<file path="src/rtl/dmem_arb_pkg.sv">
// Shared types and constants for the two-port data memory arbiter.
package dmem_arb_pkg;

  localparam int unsigned DEF_DATA_ADDR_WIDTH = 16;
  localparam int unsigned DEF_DATA_WIDTH      = 16;
  localparam int unsigned DEF_ERR_CNT_WIDTH   = 8;

  typedef enum logic [1:0] {
    ST_IDLE   = 2'd0,
    ST_ACCESS = 2'd1,
    ST_RESP   = 2'd2
  } state_e;

  localparam logic PORT_CPU = 1'b0;
  localparam logic PORT_DMA = 1'b1;

endpackage

</file>
<file path="src/rtl/rr_arbiter_2.sv">
// Two-way round-robin pick: on a tie the port that did not win last time wins.
module rr_arbiter_2 (
  input  logic req0,
  input  logic req1,
  input  logic last_grant,
  output logic valid,
  output logic winner
);

  always_comb begin
    valid  = req0 | req1;
    winner = 1'b0;
    if (req0 && req1) begin
      winner = ~last_grant;
    end else if (req1) begin
      winner = 1'b1;
    end
  end

endmodule

</file>
<file path="src/rtl/data_memory_arbiter.sv">
// Serialises two requester ports onto the single-ported data memory with
// round-robin arbitration and a one-cycle write strobe per store.
module data_memory_arbiter
  import dmem_arb_pkg::*;
#(
  parameter int unsigned DATA_ADDR_WIDTH = DEF_DATA_ADDR_WIDTH,
  parameter int unsigned DATA_WIDTH      = DEF_DATA_WIDTH,
  parameter int unsigned ERR_CNT_WIDTH   = DEF_ERR_CNT_WIDTH
) (
  input  logic                       clk,
  input  logic                       rst_n,
  input  logic                       req0,
  input  logic                       req1,
  input  logic                       we0,
  input  logic                       we1,
  input  logic [DATA_ADDR_WIDTH-1:0] addr0,
  input  logic [DATA_ADDR_WIDTH-1:0] addr1,
  input  logic [DATA_WIDTH-1:0]      wdata0,
  input  logic [DATA_WIDTH-1:0]      wdata1,
  output logic                       gnt0,
  output logic                       gnt1,
  output logic                       rvalid0,
  output logic                       rvalid1,
  output logic [DATA_WIDTH-1:0]      rdata0,
  output logic [DATA_WIDTH-1:0]      rdata1,
  output logic                       err0,
  output logic                       err1,
  output logic [DATA_ADDR_WIDTH-1:0] mem_addr,
  output logic [DATA_WIDTH-1:0]      mem_data_in,
  output logic                       mem_write,
  input  logic [DATA_WIDTH-1:0]      mem_data_out,
  input  logic                       mem_exception,
  output logic [ERR_CNT_WIDTH-1:0]   err_count
);

  state_e                     state_q, state_d;
  logic                       owner_q, owner_d;
  logic                       last_grant_q, last_grant_d;
  logic                       we_q, we_d;
  logic [DATA_ADDR_WIDTH-1:0] addr_q, addr_d;
  logic [DATA_WIDTH-1:0]      wdata_q, wdata_d;
  logic [DATA_WIDTH-1:0]      rdata0_q, rdata0_d;
  logic [DATA_WIDTH-1:0]      rdata1_q, rdata1_d;
  logic [ERR_CNT_WIDTH-1:0]   err_count_q, err_count_d;
  logic                       gnt0_q, gnt0_d;
  logic                       gnt1_q, gnt1_d;
  logic                       rvalid0_q, rvalid0_d;
  logic                       rvalid1_q, rvalid1_d;
  logic                       err0_q, err0_d;
  logic                       err1_q, err1_d;
  logic                       mem_write_q, mem_write_d;

  logic arb_valid;
  logic arb_winner;
  logic grant_ok;

  rr_arbiter_2 u_arb (
    .req0       (req0),
    .req1       (req1),
    .last_grant (last_grant_q),
    .valid      (arb_valid),
    .winner     (arb_winner)
  );

  // Next-state and registered-output logic; pulses default low every cycle.
  always_comb begin
    state_d      = state_q;
    owner_d      = owner_q;
    last_grant_d = last_grant_q;
    we_d         = we_q;
    addr_d       = addr_q;
    wdata_d      = wdata_q;
    rdata0_d     = rdata0_q;
    rdata1_d     = rdata1_q;
    err_count_d  = err_count_q;
    gnt0_d       = 1'b0;
    gnt1_d       = 1'b0;
    rvalid0_d    = 1'b0;
    rvalid1_d    = 1'b0;
    err0_d       = 1'b0;
    err1_d       = 1'b0;
    mem_write_d  = 1'b0;
    grant_ok     = 1'b0;

    case (state_q)
      ST_IDLE, ST_RESP: begin
        state_d  = ST_IDLE;
        grant_ok = arb_valid;
      end
      ST_ACCESS: begin
        state_d = ST_RESP;
        if (owner_q == PORT_DMA) begin
          rvalid1_d = 1'b1;
          err1_d    = mem_exception;
          if (!we_q) rdata1_d = mem_data_out;
        end else begin
          rvalid0_d = 1'b1;
          err0_d    = mem_exception;
          if (!we_q) rdata0_d = mem_data_out;
        end
        if (mem_exception && (err_count_q != '1)) begin
          err_count_d = err_count_q + ERR_CNT_WIDTH'(1);
        end
      end
      default: begin
        state_d = ST_IDLE;
      end
    endcase

    // RESP overlaps the next arbitration so back-to-back accesses have no gap.
    if (grant_ok) begin
      state_d      = ST_ACCESS;
      owner_d      = arb_winner;
      last_grant_d = arb_winner;
      if (arb_winner == PORT_DMA) begin
        we_d    = we1;
        addr_d  = addr1;
        wdata_d = wdata1;
        gnt1_d  = 1'b1;
      end else begin
        we_d    = we0;
        addr_d  = addr0;
        wdata_d = wdata0;
        gnt0_d  = 1'b1;
      end
      mem_write_d = we_d;
    end
  end

  always_ff @(posedge clk or negedge rst_n) begin
    if (!rst_n) begin
      state_q      <= ST_IDLE;
      owner_q      <= PORT_CPU;
      last_grant_q <= PORT_DMA;
      we_q         <= 1'b0;
      addr_q       <= '0;
      wdata_q      <= '0;
      rdata0_q     <= '0;
      rdata1_q     <= '0;
      err_count_q  <= '0;
      gnt0_q       <= 1'b0;
      gnt1_q       <= 1'b0;
      rvalid0_q    <= 1'b0;
      rvalid1_q    <= 1'b0;
      err0_q       <= 1'b0;
      err1_q       <= 1'b0;
      mem_write_q  <= 1'b0;
    end else begin
      state_q      <= state_d;
      owner_q      <= owner_d;
      last_grant_q <= last_grant_d;
      we_q         <= we_d;
      addr_q       <= addr_d;
      wdata_q      <= wdata_d;
      rdata0_q     <= rdata0_d;
      rdata1_q     <= rdata1_d;
      err_count_q  <= err_count_d;
      gnt0_q       <= gnt0_d;
      gnt1_q       <= gnt1_d;
      rvalid0_q    <= rvalid0_d;
      rvalid1_q    <= rvalid1_d;
      err0_q       <= err0_d;
      err1_q       <= err1_d;
      mem_write_q  <= mem_write_d;
    end
  end

  assign gnt0        = gnt0_q;
  assign gnt1        = gnt1_q;
  assign rvalid0     = rvalid0_q;
  assign rvalid1     = rvalid1_q;
  assign rdata0      = rdata0_q;
  assign rdata1      = rdata1_q;
  assign err0        = err0_q;
  assign err1        = err1_q;
  assign mem_addr    = addr_q;
  assign mem_data_in = wdata_q;
  assign mem_write   = mem_write_q;
  assign err_count   = err_count_q;

endmodule

</file>
<file path="config.mk">
export PLATFORM = sky130hd
export DESIGN_NAME = data_memory_arbiter
export DESIGN_NICKNAME = d
export VERILOG_FILES = /design/src/rtl/dmem_arb_pkg.sv /design/src/rtl/rr_arbiter_2.sv /design/src/rtl/data_memory_arbiter.sv
export SDC_FILE = /design/constraint.sdc
export NUM_CORES = 1
export LEC_CHECK = 0
export CAP_MARGIN = 20
export CORE_MARGIN = 10
export CORE_UTILIZATION = 30
export CTS_CLUSTER_DIAMETER = 50
export DETAILED_ROUTE_END_ITERATION = 16
export PLACE_DENSITY_LB_ADDON = 0.12
export RECOVER_POWER = 25
export SYNTH_ARGS = -nofsm -noshare
export SYNTH_HDL_FRONTEND = slang
export SYNTH_SLANG_ARGS = --single-unit
</file>
<file path="constraint.sdc">
create_clock -name clk -period 1.6 [get_ports clk]
set_input_delay 0.24 -clock clk [delete_from_list [all_inputs] [get_ports clk]]
set_output_delay 0.24 -clock clk [all_outputs]
set_load 0.02 [all_outputs]
</file>
==> flow_summary.toml <==
[power]
pwr-share-seq_pct = 36.0
switching_share_pct = 32.2
pwr-share-comb_pct = 41.5
pwr-share-clk_pct = 22.5
p_total_mw = 8.95
p_sw_mw = 2.88
p_leak_nw = 2.56
vdd_ir_drop_max_v = 0.000760
p_per_area_nw_per_um2 = 1560
internal_power_mw = 6.07

[synthesis]
synthesis.nets = 327
synth_top_area_share_pct = 60.1
synth.distinct_cells = 37
synth_enable_flop_cells = 0
synth.top_cells.by_area = "dfrtp_1 60%, a221o_1 9.6%, mux2_2 7.5%"
syn-cell-area_um2 = 3460
synth-seq-area-share_pct = 60.9
yosysWarnings = 0
synth_cells = 239
async_reset_ff_share_pct = 100
avgSynthCellArea_um2 = 14.5
ys_seq_elements = 84
yosysTopAreaCell = "dfrtp_1"
synth_ff_type = "dfrtp_1"

[outcome]
outcome = "completed"

[route]
drtIter0Drc = 155
routed_via_density = 4.67
via_count = 2655
wl_per_cell_um = 18.1
drc = 0
ant_nets = 0
wl_um = 10300
first_pass_iters = 4

[cts]
cts_root_buf = "clkbuf_16"
htreeDepth = 3
clk-insertion-delay-late_ns = 0.33
numClockSinks = 84
path_clk_slew_ns = 0.06
cts_tree = "yes"
numCtsBuffers = 9
clockBufferDepth = 2

[sta]
fin_skew_ns = 0.00388
slew_headroom_pct = 49.0
layout_worst_path_cycle_share_pct = 97.1
period_minus_slack_ns = 1.55
final_max_slew_viol_count = 0
finalSetupViolCount = 0
tightestPinTransition_ns = 0.765
fin_ws_ns = 0.0467
grt_setup_unrepaired = "false"
fmax_mhz = 644
hold_viol_final = 0

[setup_path]
r2r_cells = 4
setup.worst_path.end = "rdata1[0]"
worstReg2RegEnd = "rdata1[3]"
cp.depth = 1
path_cells = "clkdlybuf4s50_1"
cp_slowest_stage_delay_ns = 0.63
path_class = "reg -> out"
endpoint_kind = "primary output"
required_ns = 1.36
crit_buf_inv = 1
r2r-start = "state_q[1]"
start_kind = "flop"
arrival_ns = 1.31
path_delay_family = "buffers and inverters"
reg2reg_slack_ns = 0.09
cpMaxStageDelayCell = "clkdlybuf4s50_1"
crit_path_start = "rdata1[0]"
crit_fanout = 2

[grt]
grt_max_degree = 85
grt_usage_pct = 12.7
grt_pass1_vias = 3038
grt_pass1_wl_um = 16200
antenna_found_initial = 0
gr-total-overflow = 0

[flow_run]
cap_violations = 0

[floorplan]
rows = 39
die_w_um = 127
die_y_um = 127
io_pins = 166
dieArea_um2 = 16200
coreArea_um2 = 11400
start_util_pct = 30.4

[placement]
portBuffers = 165
dpl_worst_slack_ns = -0.148
globalplace.congestion = 0.753
place.detailed.hpwl_um = 7470

[final_layout]
drive_gt1_share_pct = 17.2
syn_to_final_growth_pct = 66.0
fillers = 1017
nets = 509
n_antenna_cell = 0

[hold_path]
worst_hold_path_type = "reg -> reg"
worstHoldStart = "rdata0[8]"
==> metal layers <==
layer | track usage, % | up-vias | wire length, µm
li1 | - | 1247 | -
met1 | 15.0 | 1278 | 4370
met2 | 18.2 | 118 | 4460
met3 | 7.11 | 12 | 1280
met4 | 5.83 | 0 | 187
met5 | 0 | - | 0
==> final cells by class <==
| type | instances | area [µm²] | share of cell area, % |
|---|---|---|---|
| clock inverter | 1 | 5.00 | 0.0873 |
| clock buffer | 14 | 284 | 4.95 |
| multi-input combinational | 137 | 1270 | 22.1 |
| sequential | 84 | 2100 | 36.7 |
| timing repair buffer | 184 | 1880 | 32.7 |
| inverter | 5 | 18.8 | 0.327 |
| tap | 143 | 179 | 3.12 |
==> cells in the final DEF, fill, tap and decap left out, types with 7 or more instances in the layout <==
master | synthesis | final
a221o_1 | 33 | 33
and2_1 | 34 | 34
buf_4 | 1 | 12
clkbuf_16 | 0 | 9
clkdlybuf4s50_1 | 0 | 147
dfrtp_1 | 83 | 82
dlygate4sd2_1 | 0 | 7
dlymetal6s2s_1 | 0 | 10
mux2_2 | 23 | 23
mux2_4 | 10 | 10
==> registers in the layout, indices dropped and copies added, names as in the netlist, 2 cells and up <==
name and count:
mem_addr 16, mem_data_in 16, rdata0 16, rdata1 16, err_count 8, state_q 2
==> power by group through the flow <==
stage / clock network [mW] / registers (mW) / logic (mW)
finish: 2.02 / 3.22 / 3.71
global route: 2.17 / 3.34 / 3.96
CTS: 2.09 / 3.24 / 3.80
detailed placement: 0 / 3.26 / 3.84
global placement: 0 / 3.26 / 3.80
floorplan: 0 / 4.06 / 0.977
==> how the worst min path moves through the flow <==
stage                      end  slack (ns)  depth (start not counted)
2_1_floorplan             err0       -0.06                          0
3_3_place_gp         rdata1[5]        0.32                          2
3_5_place_dp        rdata1[13]        0.32                          2
4_1_cts            mem_addr[5]        0.50                          2
5_1_grt        mem_data_in[12]        0.51                          2
6_report             rdata0[8]        0.50                          1
==> synthesized netlist by cell type, types with 2 or more instances <==
cell type and count:
mux2_2 23, nand2_1 2, o21bai_1 2, dfrtp_1 83, buf_2 7, nor2_1 3
a211oi_1 2, clkbuf_1 3, xnor2_1 2, inv_1 5, a21o_1 3, mux2i_1 2
and2_1 34, xor2_1 2, a221o_1 33, and3_1 2, nand3_1 2, mux2_4 10
==> cells by family (layout without fill, tap and decap cells) <==
group | after synthesis | after routing | share of synthesized area [%]
AND/OR/NAND/NOR | 51 | 51 | 9.88
XOR/XNOR | 4 | 4 | 1.01
adder cells (fa/ha/maj) | 1 | 1 | 0.362
AO/OA/AOI/OAI | 46 | 46 | 12.7
flip-flops | 84 | 84 | 60.9
multiplexers | 35 | 35 | 12.4
buffers and inverters | 18 | 204 | 2.79
==> what timing repair did <==
action,in CTS,in global routing
cloned,0,0
buffers inserted,0,0
endpoints found under the hold margin,83,0
setup endpoints to repair,7,25
hold buffers,1,0
gates resized for setup,7,11
==> metrics by stage <==
stage	TNS (ns)	hold slack [ns]	utilization, %	std cells	instance area (µm²)
finish	0	0.503	50.4	568	5740
CTS	0	0.499	50.3	568	5720
global placement	-2.85	0.317	47.7	552	5430
floorplan	0	-0.0556	-	239	3460
detailed placement	-4.44	0.319	47.7	552	5430
global route	0	0.511	50.4	568	5740
Note: power is estimated with default switching activity, not from simulation.
